File: src/rtl/sync_fifo_pkg.sv
// sync_fifo_pkg: shared occupancy type and constants for the sync_fifo read adapter
// Contents: occ_t (read buffer occupancy), RD_LATENCY (FIFO read latency),
//           BUF_DEPTH (read buffer slots).
package sync_fifo_pkg;
    typedef enum logic [1:0] {OCC_EMPTY = 2'd0, OCC_ONE = 2'd1, OCC_TWO = 2'd2} occ_t;
    localparam int RD_LATENCY = 1;
    localparam int BUF_DEPTH  = 2;
endpackage

File: src/rtl/fifo_rd_skid.sv
// fifo_rd_skid: 2-slot output buffer turning registered FIFO reads into a valid/ready stream
// Ports: clk, rst_n (async active-low); wr_en/wr_data = FIFO word arriving this cycle;
//        m_valid/m_ready/m_data = downstream stream; occ_next = occupancy after this edge.
module fifo_rd_skid
    import sync_fifo_pkg::*;
#(
    parameter int WIDTH = 16
) (
    input  logic             clk,
    input  logic             rst_n,
    input  logic             wr_en,
    input  logic [WIDTH-1:0] wr_data,
    input  logic             m_ready,
    output logic             m_valid,
    output logic [WIDTH-1:0] m_data,
    output logic [1:0]       occ_next
);
    occ_t             occ_q;
    logic [WIDTH-1:0] slot0, slot1;
    logic             pop;
    logic [1:0]       idx;

    assign m_valid  = occ_q != OCC_EMPTY;
    assign m_data   = slot0;
    assign pop      = m_valid && m_ready;
    assign occ_next = occ_q + {1'b0, wr_en} - {1'b0, pop};
    // Arriving word lands behind whatever survives this edge's pop.
    assign idx      = occ_q - {1'b0, pop};

    always_ff @(posedge clk or negedge rst_n) begin
        if (!rst_n) begin
            occ_q <= OCC_EMPTY;
            slot0 <= '0;
            slot1 <= '0;
        end else begin
            occ_q <= occ_t'(occ_next);
            slot0 <= (wr_en && idx == 2'd0) ? wr_data : pop ? slot1 : slot0;
            slot1 <= (wr_en && idx == 2'd1) ? wr_data : slot1;
        end
    end
endmodule

File: src/rtl/sync_fifo_reader.sv
// sync_fifo_reader: drains a sync_fifo registered read port into a valid/ready stream
// Ports: clk, rst_n (async active-low); fifo_empty/fifo_rdata/fifo_read_en = FIFO read side;
//        m_valid/m_ready/m_data = downstream stream;
//        rd_count = delivered-word counter, present only when SYNC_FIFO_RD_CNT_EN is defined.
module sync_fifo_reader
    import sync_fifo_pkg::*;
#(
    parameter int WIDTH = 16
) (
    input  logic             clk,
    input  logic             rst_n,
    input  logic             fifo_empty,
    input  logic [WIDTH-1:0] fifo_rdata,
    output logic             fifo_read_en,
    output logic             m_valid,
    input  logic             m_ready,
    output logic [WIDTH-1:0] m_data
`ifdef SYNC_FIFO_RD_CNT_EN
    ,
    output logic [31:0]      rd_count
`endif
);
    logic       inflight;
    logic [1:0] occ_next;

    fifo_rd_skid #(.WIDTH(WIDTH)) u_skid (
        .clk     (clk),
        .rst_n   (rst_n),
        .wr_en   (inflight),
        .wr_data (fifo_rdata),
        .m_ready (m_ready),
        .m_valid (m_valid),
        .m_data  (m_data),
        .occ_next(occ_next)
    );

    // Issue only if the word can still fit once it lands; rst_n gates it so no read leaks out during reset.
    assign fifo_read_en = rst_n && !fifo_empty && occ_next < 2'(BUF_DEPTH);

    always_ff @(posedge clk or negedge rst_n) begin
        if (!rst_n) inflight <= 1'b0;
        else        inflight <= fifo_read_en;
    end

`ifdef SYNC_FIFO_RD_CNT_EN
    always_ff @(posedge clk or negedge rst_n) begin
        if (!rst_n)                  rd_count <= '0;
        else if (m_valid && m_ready) rd_count <= rd_count + 32'd1;
    end
`endif
endmodule
File: config.mk
export PLATFORM = sky130hd
export DESIGN_NAME = sync_fifo_reader
export DESIGN_NICKNAME = d
export VERILOG_FILES = /design/src/rtl/sync_fifo_pkg.sv /design/src/rtl/fifo_rd_skid.sv /design/src/rtl/sync_fifo_reader.sv
export SDC_FILE = /design/constraint.sdc
export NUM_CORES = 1
export LEC_CHECK = 0
export CAP_MARGIN = 20
export CORE_ASPECT_RATIO = 1.4
export CORE_MARGIN = 2
export CORE_UTILIZATION = 40
export DETAILED_ROUTE_END_ITERATION = 16
export GPL_TIMING_DRIVEN = 0
export HOLD_SLACK_MARGIN = 0.03
export PLACE_DENSITY = 0.67
export SLEW_MARGIN = 40
export SYNTH_ARGS = -nofsm -noshare
export SYNTH_HDL_FRONTEND = slang
export SYNTH_SLANG_ARGS = --single-unit
File: constraint.sdc
create_clock -name clk -period 2.45 [get_ports clk]
set_input_delay 0.245 -clock clk [delete_from_list [all_inputs] [get_ports clk]]
set_output_delay 0.245 -clock clk [all_outputs]
set_load 0.05 [all_outputs]
==> metrics <==
vias in the first global route 1164; WL met1 between 1000 and 1500 um; Critical Path AT 2.07 ns; fmax 432 MHz; die width between 50 and 60 um; Synth Area per Inst 11.4 um2; RSZ-0062 raised after global routing no; initial DRC count 34; worst vdd ir 0.825 mV; Crit. End Element output pin; Clock Tree Buf Depth 2; Post-Syn Area 1520 um2; drt pass-1 iters 4; Worst Hold Class in2async; final WL 3340 um; Fin. Hold Viols 0; Top Layer Used met4; Tot Pwr 2.92 mW; Unique masters post-synth 19; Reg clk slew, reported paths around 0.07 ns; aggregate global-route resource usage 0.176; cells after synthesis 133; Area Overhead vs Synth 38.9%; Antenna Cells 0; CTS tree done; area fraction of the dominant cell type after synthesis 0.578; leakage 0.965 nW; Slew HR 0.656; first-pass GRT wire length 5820 um; Post-route DRC 0; H-tree level count 2; TritonCTS sink count 35; number of port buffers 37; Via Count 1132; sequential-to-total area share from yosys stat 0.578; gpl congestion about 0.75; clock skew between 0.006 and 0.007 ns; # Max-Cap Violations 0; area leader, netlist dfrtp_1; Vias/cell 5.05; share of layout cells above drive strength 1 0.220; yosys warns 0; Clk Tree Root Cell clkbuf_8; Worst-Margin Slew between 0.5 and 0.6 ns; crit start category register; Antenna Nets Post-Route 0; CP Max Fanout 3; TNS Setup 0 ns; fin crit share 0.945; Syn Nets 155; IO Count 38; grt ovf 0; Synth Register Bits 35; Core ar. 3640 um2; num rows 26; DP HPWL 2390 um; DIE HEIGHT 76.9 um; critical path type reg2out; setup violators final 0; Clk Latency, worst-skew pair 0.29 ns; metal3 WL 189 um; largest net degree at the start of global routing 26; fin util 0.578; CTS buffer count 5; met2 WL 1720 um; status finished clean; Power per Cell Area 1390 nW/um2; initial antenna violation count 0; fin. max-slew vios 0; Final nets 203; CP required 2.20 ns; largest cells by area after synthesis dfrtp_1 (58%), mux2_4 (9.9%), nand2_1 (7.9%); WL/cell 14.9 um; Tmin final 2.32 ns; Starting Density 0.416; full die area about 4300 um2
## sequential cells by signal (all words and copies together) (netlist names)
name,flops
u_skid.occ_q,2
inflight,1
u_skid.m_data,16
u_skid.slot1,16
## cells in the mapped netlist
cell / count
inv_2: 1
xnor2_1: 1
nor2_1: 16
xnor2_2: 1
nand3b_1: 1
dfrtp_1: 35
nor3b_1: 1
inv_1: 2
a31oi_1: 16
buf_6: 1
mux2_4: 10
clkbuf_1: 2
buf_2: 3
o21ai_2: 1
nand3_4: 1
or2_2: 1
ha_1: 2
nand2_1: 32
mux2_2: 6
## path summary, 6_finish.rpt
kind | depth (start not counted) | end | start | slack [ns]
worst max-delay path | 8 | fifo_read_en | u_skid.occ_q[0] | 0.13
worst min-delay path | 2 | u_skid.occ_q[0] | rst_n | 0.38
worst max register to register | 7 | u_skid.slot1[8] | u_skid.occ_q[0] | 0.48
worst min register to register | 1 | u_skid.slot1[2] | u_skid.slot1[2] | 0.51
max in group asynchronous | 3 | u_skid.m_data[6] | rst_n | 1.65
min in group clk | 1 | u_skid.slot1[2] | u_skid.slot1[2] | 0.51
## cell usage in the layout (no fill, tap or decap), drive strengths merged, types with 2 or more instances in the layout
| master | n |
|---|---|
| nor2 | 16 |
| clkdlybuf4s50 | 35 |
| mux2 | 16 |
| inv | 3 |
| nand2 | 32 |
| a31oi | 16 |
| ha | 2 |
| dfrtp | 35 |
| clkbuf | 9 |
| buf | 9 |
| xnor2 | 2 |
## metrics by stage
step	std cells	hold slack [ns]	worst slack (ns)	cell area (um2)
after detailed placement	213	0.158	-0.799	1970
after CTS	224	0.384	0.0632	2100
final	224	0.382	0.134	2110
after floorplan	133	-0.0506	0.0456	1530
after global routing	224	0.397	0.00706	2110
after global placement	212	0.487	-0.830	1950
## worst max-delay path, cell delays in order (launching register included)
cell and delay [ns]:
dfrtp_1 0.42, o21ai_4 0.22, inv_6 0.04, ha_1 0.28
inv_1 0.08, ha_2 0.19, xnor2_2 0.16, nor3b_4 0.21
buf_6 0.18
## power by group
group | total [mW] | switching [mW] | internal [mW]
clock network | 0.403 | 0.204 | 0.199
registers | 1.01 | 0.157 | 0.853
logic | 1.51 | 0.870 | 0.637
## final cells by class
type	count	area, um2
Clock buffer	7	76.3
Inverter	3	16.3
Fill cell	342	1540
Clock inverter	1	5.00
Sequential cell	35	877
Tap cell	42	52.6
Multi-Input combinational cell	89	624
Buffer	5	28.8
Timing Repair Buffer	42	427
## routing by layer
metal  GRT usage  up-vias
li1            -      546
met4      0.0643        0
met1       0.216      546
met5           0        -
met3      0.0607        6
met2       0.286       34
## kinds of logic after synthesis
logic type,synth area share
compound gates,0.0718
xor+xnor,0.0165
fa+ha+maj,0.0165
buf+inv,0.0297
flops,0.578
mux,0.144
simple gates,0.144
## what timing repair did
action | CTS | global route
hold buffers | 1 | 0
resized for setup | 12 | 1
endpoints found under the hold margin | 10 | 0
endpoints found under the setup margin | 2 | 1
pin swaps | 2 | 2
setup buffers | 3 | 0
(Power assumes the default switching activity.)
